==> src/rtl/ISO14443A_pkg.sv <==
// Shared ISO/IEC 14443-A definitions: CRC_A constants, receive FSM states and buffer entry layout.
package ISO14443A_pkg;

   localparam logic [15:0] CRC_A_INIT = 16'h6363;
   localparam logic [15:0] CRC_A_POLY = 16'h8408;

   localparam int unsigned FRAME_LEN_W = 7;
   localparam int unsigned DATA_W      = 8;
   localparam int unsigned BITS_W      = 3;

   typedef enum logic [1:0] {
      IDLE = 2'd0,
      RX   = 2'd1,
      DONE = 2'd2
   } rx_state_e;

   // One buffered byte plus its valid-bit count (0 means all 8 bits)
   typedef struct packed {
      logic [DATA_W-1:0] data;
      logic [BITS_W-1:0] bits;
   } rx_entry_t;

endpackage

==> src/rtl/crc_a.sv <==
// Byte-wide CRC_A update (reflected poly 0x8408, LSB first); purely combinational.
module crc_a
   import ISO14443A_pkg::*;
(
   input  logic [15:0] crc,
   input  logic [7:0]  data,
   output logic [15:0] crc_next_c
);

   always_comb begin
      crc_next_c = crc ^ {8'h00, data};
      for (int i = 0; i < 8; i++) begin
         crc_next_c = crc_next_c[0] ? ((crc_next_c >> 1) ^ CRC_A_POLY) : (crc_next_c >> 1);
      end
   end

endmodule

==> src/rtl/rx_frame_ctrl.sv <==
// Receive frame controller: buffers decoded bytes, tracks frame status and checks the CRC_A residue.
module rx_frame_ctrl
   import ISO14443A_pkg::*;
#(
   parameter int unsigned BUFFER_DEPTH = 16
)(
   input  logic        clk,
   input  logic        rst_n,
   input  logic        rx_enable,
   input  logic        fd_soc,
   input  logic        fd_eoc,
   input  logic [7:0]  fd_data,
   input  logic [2:0]  fd_data_bits,
   input  logic        fd_data_valid,
   input  logic        fd_sequence_error,
   input  logic        fd_parity_error,
   output logic [7:0]  out_data,
   output logic [2:0]  out_data_bits,
   output logic        out_valid,
   input  logic        out_ready,
   output logic        frame_done,
   output logic [6:0]  frame_len,
   output logic        frame_partial,
   output logic        crc_ok,
   output logic        frame_error
);

   localparam int unsigned AW = $clog2(BUFFER_DEPTH);
   localparam int unsigned PW = AW + 1;

   rx_state_e state, state_n;

   logic [PW-1:0]          wr_ptr, rd_ptr, wr_ptr_n, rd_ptr_n;
   logic [15:0]            crc_q, crc_n, crc_upd;
   logic [FRAME_LEN_W-1:0] len_n;
   logic                   partial_n, err_n, crc_ok_n, frame_done_n, out_valid_n;
   logic [DATA_W-1:0]      out_data_n;
   logic [BITS_W-1:0]      out_bits_n;
   logic                   start, restart, flush_buf, push_ok, full;

   rx_entry_t mem [BUFFER_DEPTH];

   crc_a u_crc_a (
      .crc        (crc_q),
      .data       (fd_data),
      .crc_next_c (crc_upd)
   );

   // Extra pointer bit distinguishes full from empty
   assign full  = (wr_ptr[AW] != rd_ptr[AW]) && (wr_ptr[AW-1:0] == rd_ptr[AW-1:0]);
   assign start = fd_soc && rx_enable;

   always_ff @(posedge clk or negedge rst_n) begin
      if (!rst_n) begin
         state         <= IDLE;
         wr_ptr        <= '0;
         rd_ptr        <= '0;
         crc_q         <= CRC_A_INIT;
         frame_len     <= '0;
         frame_partial <= 1'b0;
         frame_error   <= 1'b0;
         crc_ok        <= 1'b0;
         frame_done    <= 1'b0;
         out_valid     <= 1'b0;
         out_data      <= '0;
         out_data_bits <= '0;
      end else begin
         state         <= state_n;
         wr_ptr        <= wr_ptr_n;
         rd_ptr        <= rd_ptr_n;
         crc_q         <= crc_n;
         frame_len     <= len_n;
         frame_partial <= partial_n;
         frame_error   <= err_n;
         crc_ok        <= crc_ok_n;
         frame_done    <= frame_done_n;
         out_valid     <= out_valid_n;
         out_data      <= out_data_n;
         out_data_bits <= out_bits_n;
      end
   end

   // Buffer storage carries no reset; reads are guarded by the pointers
   always_ff @(posedge clk) begin
      if (push_ok) begin
         mem[wr_ptr[AW-1:0]] <= '{data: fd_data, bits: fd_data_bits};
      end
   end

   always_comb begin
      state_n      = state;
      wr_ptr_n     = wr_ptr;
      rd_ptr_n     = rd_ptr;
      crc_n        = crc_q;
      len_n        = frame_len;
      partial_n    = frame_partial;
      err_n        = frame_error;
      crc_ok_n     = crc_ok;
      restart      = 1'b0;
      flush_buf    = 1'b0;
      push_ok      = 1'b0;
      frame_done_n = 1'b0;
      out_valid_n  = 1'b0;
      out_data_n   = '0;
      out_bits_n   = '0;

      if (out_valid && out_ready) begin
         rd_ptr_n = rd_ptr + PW'(1);
      end

      unique case (state)
         IDLE: begin
            if (start) begin
               restart = 1'b1;
               state_n = RX;
            end
         end
         RX: begin
            if (!rx_enable) begin
               flush_buf = 1'b1;
               state_n   = IDLE;
            end else if (start) begin
               restart = 1'b1;
            end else begin
               if (fd_sequence_error || fd_parity_error) begin
                  err_n = 1'b1;
               end
               if (fd_data_valid) begin
                  if (full) begin
                     err_n = 1'b1;
                  end else begin
                     push_ok = 1'b1;
                  end
                  if (frame_len < FRAME_LEN_W'(BUFFER_DEPTH)) begin
                     len_n = frame_len + FRAME_LEN_W'(1);
                  end
                  partial_n = (fd_data_bits != '0);
                  if (fd_data_bits == '0) begin
                     crc_n = crc_upd;
                  end
               end
               // Final byte (possibly partial) is folded in before the verdict
               if (fd_eoc) begin
                  state_n  = DONE;
                  crc_ok_n = !partial_n && (len_n >= FRAME_LEN_W'(3)) && !err_n && (crc_n == 16'h0000);
               end
            end
         end
         DONE: begin
            if (start) begin
               restart = 1'b1;
               state_n = RX;
            end else begin
               state_n = IDLE;
            end
         end
         default: state_n = IDLE;
      endcase

      if (restart) begin
         flush_buf = 1'b1;
         crc_n     = CRC_A_INIT;
         len_n     = '0;
         partial_n = 1'b0;
         err_n     = 1'b0;
         crc_ok_n  = 1'b0;
      end

      // Flush wins over a same-cycle pop
      if (flush_buf) begin
         wr_ptr_n = '0;
         rd_ptr_n = '0;
      end else if (push_ok) begin
         wr_ptr_n = wr_ptr + PW'(1);
      end

      frame_done_n = (state_n == DONE);
      out_valid_n  = (wr_ptr_n != rd_ptr_n);

      // Head after this edge: the incoming byte if it lands in the head slot
      if (out_valid_n) begin
         if (push_ok && (rd_ptr_n[AW-1:0] == wr_ptr[AW-1:0])) begin
            out_data_n = fd_data;
            out_bits_n = fd_data_bits;
         end else begin
            out_data_n = mem[rd_ptr_n[AW-1:0]].data;
            out_bits_n = mem[rd_ptr_n[AW-1:0]].bits;
         end
      end
   end

endmodule

==> config.mk <==
export PLATFORM = sky130hd
export DESIGN_NAME = rx_frame_ctrl
export DESIGN_NICKNAME = d
export VERILOG_FILES = /design/src/rtl/ISO14443A_pkg.sv /design/src/rtl/crc_a.sv /design/src/rtl/rx_frame_ctrl.sv
export SDC_FILE = /design/constraint.sdc
export NUM_CORES = 1
export LEC_CHECK = 0
export CAP_MARGIN = 30
export CELL_PAD_IN_SITES_DETAIL_PLACEMENT = 0
export CELL_PAD_IN_SITES_GLOBAL_PLACEMENT = 2
export CORE_MARGIN = 4
export CORE_UTILIZATION = 39
export DETAILED_ROUTE_END_ITERATION = 16
export PLACE_DENSITY = 0.87
export RECOVER_POWER = 25
export SYNTH_ARGS = -nofsm -noshare
export SYNTH_HDL_FRONTEND = slang
export SYNTH_SLANG_ARGS = --single-unit
==> constraint.sdc <==
create_clock -name clk -period 2.5 [get_ports clk]
set_input_delay 0.25 -clock clk [delete_from_list [all_inputs] [get_ports clk]]
set_output_delay 0.25 -clock clk [all_outputs]
set_load 0.01 [all_outputs]
==> summary.txt, run 1 <==
Placed design
  • Routability congestion estimate from global placement: 0.827
  • Number of port buffers: 42
  • Placed Instances: 1,164
  • Cell Area, Placed: 11,800 um^2
  • Final HPWL DP: 17,200 um

Logic synthesis
  • Post-synth top area cell: edfxtp_1
  • Mapped Cells: 740
  • Net Count, Synth: 766
  • Top-count cell post-synth: edfxtp_1
  • Synth top area cells: edfxtp_1 52%, dfrtp_1 11%, mux2i_1 4.4%
  • Post-synthesis async set-or-reset flop share: 22.5%
  • Most frequent cells after synthesis: 176 x edfxtp_1, 51 x nand2_1, 45 x mux2i_1
  • Mean post-synth cell area: 13.7 um^2
  • Ys flop type: edfxtp_1
  • Register area share after synthesis: 64.6%
  • Synth Cell Area: 10,200 um^2
  • Post-synth EDFFs: 176
  • Unique masters post-synth: 69
  • Synth top area share: 52.0%
  • Yosys warns: 0
  • #FFs+latches synth: 227

Clock tree
  • CTS tree: built
  • Worst skew pair latency: 520 ps
  • Clock Path Buffers: 3
  • Num CTS Buffers: 24
  • H-tree Lvls: 1
  • Clk pin slew, worst setup/hold paths: 60 ps
  • TritonCTS Sinks: 227
  • Clk Tree Root Cell: clkbuf_16

Timing
  • Final hold vios: 0
  • Fmax: 408 MHz
  • Worst hold slack: 392 ps
  • Slew headroom: -10.1%
  • Period utilization: 98.1%
  • RSZ-0062 raised after global routing: true
  • Final setup fails: 0
  • Fin. max-slew vios: 29
  • Skew final: 18.2 ps
  • Tmin final: 2450 ps
  • Worst slew pin tran: 1650 ps

GRT
  • Largest net degree at the start of global routing: 35
  • First-pass GRT wire length: 39,500 um
  • Total gr overflow: 0
  • Vias in the first global route: 6,860
  • Initial antenna violation count: 1
  • GRT Resource Usage Total: 17.7%

Route
  • Routed WL: 25,400 um
  • Routed WL per cell: 20.9 um
  • 1st-iter DRT viols: 503
  • 1st-pass router iterations: 5
  • DRC violations left: 0
  • Antenna-violating nets left: 0
  • Via density: 5.51
  • Via count: 6,701

Power and ir drop
  • P per Cell Area: 686 nW/um^2
  • Static Leak: 0.00460 uW
  • Worst vdd ir: 0.434 mV
  • Design Power: 8700 uW

Die
  • Core Area: 25,400 um^2
  • Die area: 28,700 um^2
  • Die Y: 170 um
  • Die X: 170 um
  • Initial Util: 40.0%
  • Cell Rows: 58
  • Ports: 43

Critical path
  • Critical Path Sink Type: flop
  • Crit path DAT: 2850 ps
  • Worst EP required: 2900 ps
  • Setup CP Type: reg2reg
  • Slowest cell on crit path: or4_4
  • Max incr delay on CP: 570 ps
  • Critical Path Start Type: flop
  • CP Cell Sequence: ha_1 -> and3_1 -> o32ai_4 -> xnor2_1 -> nand2_1 -> or4_4 -> clkbuf_4 -> o211ai_1 -> a21oi_1
  • Delay-heaviest family, CP: simple AND/OR/NAND/NOR gates
  • CP Max Fanout: 5
  • CP bufs+invs: 1

Finish
  • Area grow syn2layout: 24.8%
  • # nets final: 894
  • Share of cells above drive strength 1: 21.2%
  • Fill cells: 2,201
  • Cell area after layout: 12,700 um^2
  • Post-layout util: 50.0%
  • Post-route insts no fill: 1,217

Job
  • Maximum Capacitance Violations: 1

Run status
  • Status: complete, but fails checks
  • Failing checks: max-capacitance violations, max-slew violations

Min path
  • Min-delay worst type: in2reg
## kinds of logic (layout without fill, tap and decap cells)
family | Yosys count | count (layout) | share of synthesized area [%]
compound gates | 179 | 179 | 12.7
xor+xnor | 46 | 46 | 4.15
fa+ha+maj | 6 | 6 | 0.738
buf+inv | 50 | 196 | 2.31
flops | 227 | 227 | 64.6
mux | 70 | 70 | 7.20
other cells | 0 | 1 | 0
simple gates | 162 | 162 | 8.29
## registers in the layout (all words and copies together) (netlist names), 2 cells and up
name / count
wr_ptr: 5
mem: 176
crc_q: 16
frame_len: 7
out_data: 8
rd_ptr: 5
out_data_bits: 3
state: 2
## worst register-to-register path, stage by stage (launching register included)
cell	delay, ps
dfrtp_1	400
ha_1	340
and3_1	240
o32ai_4	140
xnor2_1	140
nand2_1	110
or4_4	570
clkbuf_4	210
o211ai_1	100
a21oi_1	80
## cell type report
class | instances | area [um^2] | area share (%)
diodes | 1 | 2.50 | 0.0197
flip-flops and latches | 227 | 6570 | 51.8
clock buffers | 32 | 661 | 5.21
repair buffers | 144 | 1410 | 11.1
multi-input cells | 463 | 3420 | 27.0
well taps | 330 | 413 | 3.25
inverters | 8 | 32.5 | 0.256
clock inverters | 12 | 171 | 1.35
## metrics by stage
step	worst slack [ps]	setup TNS, ps
final	48.3	0
after global routing	-57.9	-397
after CTS	18.6	0
after detailed placement	-214	-4460
after global placement	-177	-3980
after floorplan	-126	-5190
## what timing repair did
| action | in CTS | in global routing |
|---|---|---|
| buffers inserted | 0 | 6 |
| cloned | 0 | 1 |
| endpoints found under the hold margin | 23 | 0 |
| resized for setup | 1 | 13 |
| endpoints found under the setup margin | 1 | 12 |
| pin swaps | 1 | 2 |
| hold buffers | 1 | 0 |
## placed cells by master (no fill, tap or decap), types with 11 or more instances in the layout
| master | n |
|---|---|
| buf_12 | 20 |
| clkbuf_16 | 24 |
| o21a_1 | 24 |
| clkbuf_1 | 13 |
| a22oi_1 | 11 |
| clkdlybuf4s50_1 | 33 |
| o221ai_1 | 11 |
| a21oi_1 | 21 |
| xor2_1 | 17 |
| nor2_1 | 43 |
| o22ai_1 | 35 |
| o21ai_0 | 16 |
| nand2_1 | 50 |
| edfxtp_1 | 176 |
| xnor2_1 | 26 |
| mux2_2 | 25 |
| o211ai_1 | 11 |
| dfrtp_1 | 42 |
| o22a_1 | 16 |
| mux2i_1 | 45 |
| buf_4 | 71 |
## worst paths after layout
path | slack [ps] | from | cells after the start | end
worst max-delay path | 50 | rd_ptr[0]$_DFF_PN0_ | 9 | out_data[6]$_DFF_PN0_
worst min-delay path | 390 | fd_eoc | 3 | frame_done$_DFF_PN0_
worst max register to register | 50 | rd_ptr[0]$_DFF_PN0_ | 9 | out_data[6]$_DFF_PN0_
worst min register to register | 530 | crc_q[1]$_DFFE_PN1P_ | 2 | crc_q[1]$_DFFE_PN1P_
max in group asynchronous | 720 | rst_n | 2 | out_valid$_DFF_PN0_
min in group asynchronous | 690 | rst_n | 2 | frame_partial$_DFFE_PN0P_
## per-layer routing
layer	part of all wire, %	up-vias	track usage (%)
met5	0	-	0
met1	44	3372	24.1
li1	-	3115	-
met2	49	173	29.6
met3	4.9	41	2.84
met4	2.4	0	4.73
## power breakdown
part	switching (uW)	total [uW]	internal, uW	leakage [uW]
clock network	1450	3720	2270	0.000406
registers	26.1	4130	4100	0.00226
logic	458	857	399	0.00193
total	1930	8700	6770	0.00460
Power figures use the tool's default switching activity.
==> run 2, diff against run 1 <==
--- a/config.mk
+++ b/config.mk
@@ -11,5 +11,6 @@
 export CORE_MARGIN = 4
-export CORE_UTILIZATION = 39
+export CORE_UTILIZATION = 44
+export CTS_CLUSTER_SIZE = 8
 export DETAILED_ROUTE_END_ITERATION = 16
-export PLACE_DENSITY = 0.87
+export PLACE_DENSITY = 0.92
 export RECOVER_POWER = 25
==> constraint.sdc (replaced) <==
create_clock -name clk -period 2.75 [get_ports clk]
set_input_delay 0.275 -clock clk [delete_from_list [all_inputs] [get_ports clk]]
set_output_delay 0.275 -clock clk [all_outputs]
set_load 0.1 [all_outputs]
==> run 2 against run 1 <==
  * The flow now finishes without violations
  * Non-clock buffer count fell by 32
  * Setup slack better by 96 ps
  * Critical path depth did not move
  * Via count increased by 2.2%
  * Utilization grew 4.2 points
  * Count of clock-buffer cells in the layout grew 19
  * Clock skew shrank 3.6 ps
  * Sequential cell count unchanged
  * Largest power group unchanged
==> summary.txt, run 2 (same netlist as run 1, synthesis figures left out) <==
Run status
  • Status: completed

Placed design
  • Number of port buffers: 42 (unchanged)
  • Final HPWL DP: 17,700 um (+3.3%)
  • Routability congestion estimate from global placement: 0.876 (+5.9%)
  • Placed Instances: 1,094 (-6.0%)

Critical path
  • RR Startpoint: rd_ptr[0]$_DFF_PN0_
  • Crit path to: out_data_bits[0]$_DFF_PN0_
  • Slowest cell on crit path: dfrtp_1
  • Delay-heaviest family, CP: simple AND/OR/NAND/NOR gates
  • CP Max Fanout: 12 (+7)
  • Crit path DAT: 2980 ps (+130 ps)
  • Max incr delay on CP: 430 ps (-140 ps)
  • Reg2reg setup slack: 140 ps (+100 ps)
  • FF-to-FF path depth: 9 (unchanged)
  • Critical Path Stages: 9 (unchanged)
  • Worst EP required: 3130 ps (+230 ps)
  • CP Cell Sequence: ha_1 -> and3_1 -> or2_2 -> xnor2_1 -> nor3_1 -> a31oi_1 -> o41ai_4 -> buf_12 -> a21oi_1
  • CP startpoint: rd_ptr[0]$_DFF_PN0_
  • Critical Path Start Type: flop
  • Critical Path Sink Type: flop
  • CP bufs+invs: 1 (unchanged)
  • Worst r2r dst: out_data_bits[0]$_DFF_PN0_
  • Setup CP Type: reg2reg

Clock tree
  • Clock Path Buffers: 3 (unchanged)
  • Clk pin slew, worst setup/hold paths: 50 ps (about the same)
  • CTS tree: built
  • Worst skew pair latency: 510 ps (about the same)
  • Clk Tree Root Cell: clkbuf_16
  • TritonCTS Sinks: 227 (unchanged)
  • Post-CTS Repair Setup Buffers: 0 (unchanged)
  • H-tree Lvls: 2 (+1)
  • Num CTS Buffers: 34 (+42%)

Power and ir drop
  • Sw Share: 24.0% (+1.8 points)
  • Worst vdd ir: 0.438 mV (+0.90%)
  • Int Pwr: 6320 uW (-6.6%)
  • Net Switching: 1990 uW (+3.1%)
  • Sequential share of power: 45.3% (-2.1 points)
  • Static Leak: 0.00449 uW (-2.5%)
  • Clock power frac: 44.7% (+2.0 points)
  • Combinational group share of total power: 10.0% (+0.2 points)
  • P per Cell Area: 676 nW/um^2 (-1.4%)

Route
  • 1st-iter DRT viols: 579 (+15%)
  • Routed WL: 26,000 um (+2.4%)
  • Routed WL per cell: 22.6 um (+8.4%)
  • Via count: 6,847 (+2.2%)
  • 1st-pass router iterations: 5 (unchanged)
  • Antenna-violating nets left: 0 (unchanged)
  • DRC violations left: 0 (unchanged)
  • Via density: 5.95 (+8.1%)

Finish
  • Share of cells above drive strength 1: 20.1% (-1.1 points)
  • # nets final: 872 (-2.5%)
  • Number of flip-flops under the largest register name: 176 (unchanged)
  • Most frequent cells in the layout: 176 x edfxtp_1, 74 x buf_4, 51 x nand2_1, 45 x mux2i_1, 43 x nor2_1
  • Ant diodes: 0 (-1)
  • Area grow syn2layout: 20.8%
  • Commonest non-fill, non-tap cell in the layout: edfxtp_1
  • Post-route insts no fill: 1,150 (-5.5%)

Job
  • Maximum Capacitance Violations: 0 (-1)

Die
  • Die X: 160 um (-5.6%)
  • Cell Rows: 55 (-5.2%)
  • Die Y: 160 um (-5.6%)
  • Core Area: 22,700 um^2 (-11%)
  • Initial Util: 44.8% (+4.7 points)
  • Die area: 25,600 um^2 (-11%)
  • Ports: 43 (unchanged)

GRT
  • Total gr overflow: 0 (unchanged)
  • First-pass GRT wire length: 40,600 um (+2.8%)
  • Largest net degree at the start of global routing: 40 (+14%)
  • GRT Resource Usage Total: 20.3% (+2.6 points)
  • Vias in the first global route: 7,088 (+3.3%)
  • Initial antenna violation count: 0 (-1)

Timing
  • Fmax: 384 MHz (-5.9%)
  • Skew final: 14.6 ps (-3.61 ps)
  • Slew headroom: 26.5% (+37 points)
  • Final hold vios: 0 (unchanged)
  • Fin. max-slew vios: 0 (-100%)
  • Period utilization: 94.8% (-3.3 points)
  • Tmin final: 2610 ps (+154 ps)
  • Final setup fails: 0 (unchanged)
  • Setup TNS: 0 ps (unchanged)
  • RSZ-0062 raised after global routing: false
  • Worst slew pin tran: 1100 ps (-548 ps)

Min path
  • Min-delay worst type: in2reg
run 2: area by class of cell:
class / instances / area [um^2]
multi-input cells: 463 / 3400
repair buffers: 112 / 981
inverters: 8 / 30.0
well taps: 285 / 357
clock buffers: 51 / 915
flip-flops and latches: 227 / 6570
clock inverters: 4 / 41.3
fillers: 1789 / 10400
run 2: worst min-delay path: cells and delay by family:
| family | cells | cell delay (ps) |
|---|---|---|
| buffers and inverters | 2 | 520 |
| and+or+nand+nor | 1 | 50 |
run 2: metal layers:
metal,wire length [um],up-vias,GRT usage [%]
met5,0,-,0
met4,766,0,7.08
met3,1580,43,3.77
met2,13000,243,34.5
met1,10600,3485,26.2
li1,-,3076,-
run 2: worst min path at each step:
stage               startpoint                       end  cells after the start
finish                  fd_eoc      frame_done$_DFF_PN0_                      3
global route            fd_eoc      frame_done$_DFF_PN0_                      3
CTS                     fd_eoc      frame_done$_DFF_PN0_                      3
detailed placement       rst_n  frame_len[2]$_DFFE_PN0P_                      1
global placement         rst_n     crc_q[10]$_DFFE_PN0P_                      1
floorplan                rst_n        crc_ok$_DFFE_PN0P_                      0
run 2: through the flow:
stage | util (%) | setup WS, ps | power, uW | area, um^2 | hold WS, ps
2_1_floorplan | - | 62.8 | 4350 | 10200 | -20.6
3_3_place_gp | 50.0 | 48.7 | 4640 | 11300 | 442
3_5_place_dp | 50.0 | -38.3 | 4660 | 11400 | 453
4_1_cts | 54.2 | 95.7 | 8380 | 12300 | 375
5_1_grt | 54.1 | 4.85 | 8600 | 12300 | 402
6_report | 54.1 | 144 | 8310 | 12300 | 388
run 2: power by group through the flow:
stage / combinational (uW) / clock [uW] / sequential (uW)
5_1_grt: 885 / 3960 / 3760
4_1_cts: 843 / 3770 / 3760
3_5_place_dp: 836 / 0 / 3820
2_1_floorplan: 404 / 0 / 3940
3_3_place_gp: 820 / 0 / 3820
6_report: 836 / 3720 / 3760
run 2: what timing repair did:
item                                   4_1_cts  5_1_grt
setup endpoints to repair                    0        1
endpoints found under the hold margin       30        0
hold buffers                                 1        0
resized for setup                            0        1
==> run 3, diff against run 2 <==
- PLACE_DENSITY: 0.92 -> 0.85
==> run 3 against run 2 <==
  * Global-route usage down 0.21 points
  * First-iteration DRC count decreased by 12%
  * Register-to-register slack improved by 40 ps
  * Wire length shrank 0.77%
  * Non-clock buffer count rose by 5
  * Power grew 1.2%
  * Count of clock-buffer cells in the layout grew 5
  * Final area up 0.69%
  * Via count shrank 1.5%
  * Combinational power about the same
==> summary.txt, run 3 (same netlist as run 1, synthesis figures left out) <==
Finish
  • # nets final: 877 (+0.57%)
  • Number of flip-flops under the largest register name: 176 (unchanged)
  • Most frequent cells in the layout: 176 x edfxtp_1, 78 x buf_4, 51 x nand2_1, 45 x mux2i_1, 43 x nor2_1
  • Commonest non-fill, non-tap cell in the layout: edfxtp_1
  • Fill cells: 1,877 (+4.9%)
  • Area grow syn2layout: 21.7%
  • Share of cells above drive strength 1: 20.3% (+0.23 points)
  • Register Area: 6570 um^2 (unchanged)
  • Ant diodes: 0 (unchanged)
  • Area of the multi-input gates: 3390 um^2 (-0.18%)

Clock tree
  • Worst skew pair latency: 510 ps (about the same)
  • H-tree Lvls: 2 (unchanged)
  • TritonCTS Sinks: 227 (unchanged)
  • Post-CTS Repair Setup Buffers: 0 (unchanged)
  • Num CTS Buffers: 34 (unchanged)
  • CTS tree: built
  • Clk Tree Root Cell: clkbuf_16
  • Clock Path Buffers: 3 (unchanged)
  • Clk pin slew, worst setup/hold paths: 50 ps (about the same)

Route
  • Antenna-violating nets left: 0 (unchanged)
  • Routed WL: 25,800 um (-0.77%)
  • Routed WL per cell: 22.2 um (-1.6%)
  • 1st-pass router iterations: 5 (unchanged)
  • DRC violations left: 0 (unchanged)
  • 1st-iter DRT viols: 509 (-12%)
  • Via count: 6,744 (-1.5%)
  • Via density: 5.81 (-2.4%)

Critical path
  • FF-to-FF path depth: 8 (-1)
  • Critical Path Start Type: flop
  • CP bufs+invs: 3 (+2)
  • Delay-heaviest family, CP: simple AND/OR/NAND/NOR gates
  • RR Startpoint: rd_ptr[0]$_DFF_PN0_
  • CP Max Fanout: 11 (-1)
  • Slowest cell on crit path: nor2b_1
  • Reg2reg setup slack: 180 ps (+40 ps)
  • Most prevalent standard cell on the critical path: buf_4
  • Crit path DAT: 2780 ps (-200 ps)
  • Setup CP Type: reg2reg
  • CP Cell Sequence: buf_4 -> xor2_1 -> nor2_2 -> a21oi_1 -> buf_4 -> nor2b_1 -> and3b_1 -> buf_12
  • Max incr delay on CP: 430 ps (about the same)
  • Critical Path Sink Type: flop
  • Worst r2r dst: mem[2][3]$_DFFE_PP_
  • Worst EP required: 2960 ps (-170 ps)

Timing
  • Final setup fails: 0 (unchanged)
  • RSZ-0062 raised after global routing: false
  • Worst slew pin tran: 972 ps (-130 ps)
  • Slew headroom: 34.9% (+8.4 points)
  • Skew final: 14.7 ps (+0.0805 ps)
  • Fin. max-slew vios: 0 (unchanged)
  • Fmax: 389 MHz (+1.4%)
  • Period utilization: 93.4% (-1.3 points)
  • Tmin final: 2570 ps (-36.2 ps)
  • Final hold vios: 0 (unchanged)
  • Crit path setup slack, layout: 180 ps (+36.2 ps)
  • Setup TNS: 0 ps (unchanged)

Power and ir drop
  • Combinational group share of total power: 9.9% (about the same)
  • Int Pwr: 6380 uW (+0.90%)
  • Worst vdd ir: 0.393 mV (-10%)
  • Sw Share: 24.2% (+0.20 points)
  • Clock power frac: 45.4% (+0.7 points)
  • Sequential share of power: 44.7% (-0.6 points)
  • Static Leak: 0.00453 uW (+0.91%)
  • Net Switching: 2030 uW (+2.0%)
  • P per Cell Area: 680 nW/um^2 (+0.48%)

Placed design
  • Number of port buffers: 42 (unchanged)
  • Routability congestion estimate from global placement: 0.867 (-1.1%)
  • Final HPWL DP: 18,000 um (+1.5%)
  • Pre-CTS WS: 2.86 ps (+41.2 ps)

Die
  • Core Area: 22,700 um^2 (unchanged)
  • Die area: 25,600 um^2 (unchanged)
  • Die Y: 160 um (unchanged)
  • Cell Rows: 55 (unchanged)
  • Initial Util: 44.8% (unchanged)
  • Die X: 160 um (unchanged)
  • Ports: 43 (unchanged)

GRT
  • Vias in the first global route: 6,859 (-3.2%)
  • Total gr overflow: 0 (unchanged)
  • Met2 Resource Use GR: 33.4% (-1.1 points)
  • Grt met1 use: 26.5% (+0.34 points)
  • Global Route met3 Usage: 3.41% (-0.36 points)
  • Initial antenna violation count: 1 (+1)
  • Largest net degree at the start of global routing: 35 (-13%)
  • GRT Resource Usage Total: 20.1% (-0.21 points)
  • Most used routing layer: met2
  • First-pass GRT wire length: 40,000 um (-1.4%)

Min path
  • Min-delay worst type: in2async

Job
  • Maximum Capacitance Violations: 0 (unchanged)

Run status
  • Status: completed
==> run 3: layout make-up <==
cell class / instances / area share, %
clock buffer: 56 / 7.54
inverter: 8 / 0.243
tap: 285 / 2.88
timing repair buffer: 117 / 8.33
multi-input combinational: 463 / 27.4
sequential: 227 / 53.1
clock inverter: 4 / 0.516
==> run 3: metrics by stage <==
step | utilization, % | instances | cell area [um^2] | total power [uW] | hold WS (ps)
after floorplan | - | 740 | 10200 | 4350 | -20.6
after global placement | 50.2 | 1098 | 11400 | 4650 | 350
after detailed placement | 50.2 | 1099 | 11400 | 4660 | 357
after CTS | 54.6 | 1160 | 12400 | 8500 | 390
after global routing | 54.5 | 1160 | 12400 | 8730 | 404
final | 54.5 | 1160 | 12400 | 8410 | 363
==> run 3: worst max path at each step <==
stage / startpoint / endpoint / slack, ps / depth (start not counted)
2_1_floorplan: out_valid$_DFF_PN0_ / out_data[7]$_DFF_PN0_ / 60 / 10
3_3_place_gp: out_ready / out_data[6]$_DFF_PN0_ / 10 / 11
3_5_place_dp: out_ready / out_data[0]$_DFF_PN0_ / 3 / 10
4_1_cts: rd_ptr[0]$_DFF_PN0_ / mem[2][4]$_DFFE_PP_ / 190 / 8
5_1_grt: rd_ptr[0]$_DFF_PN0_ / out_data[3]$_DFF_PN0_ / 6 / 9
6_report: rd_ptr[0]$_DFF_PN0_ / mem[2][3]$_DFFE_PP_ / 180 / 8
==> run 3: layer usage <==
metal  wire (um)  vias up
met4         858        0
li1            -     3088
met1       11000     3383
met5           0        -
met2       12600      220
met3        1330       53
==> run 3: power groups by stage <==
stage	registers, uW	clock network, uW	logic, uW
2_1_floorplan	3940	0	404
3_3_place_gp	3820	0	824
3_5_place_dp	3820	0	840
4_1_cts	3760	3890	844
5_1_grt	3760	4080	891
6_report	3760	3820	833
==> run 3: what timing repair did <==
action | in CTS | in global routing
endpoints found under the hold margin | 24 | 0
hold buffers | 1 | 0
gates resized for setup | 0 | 0
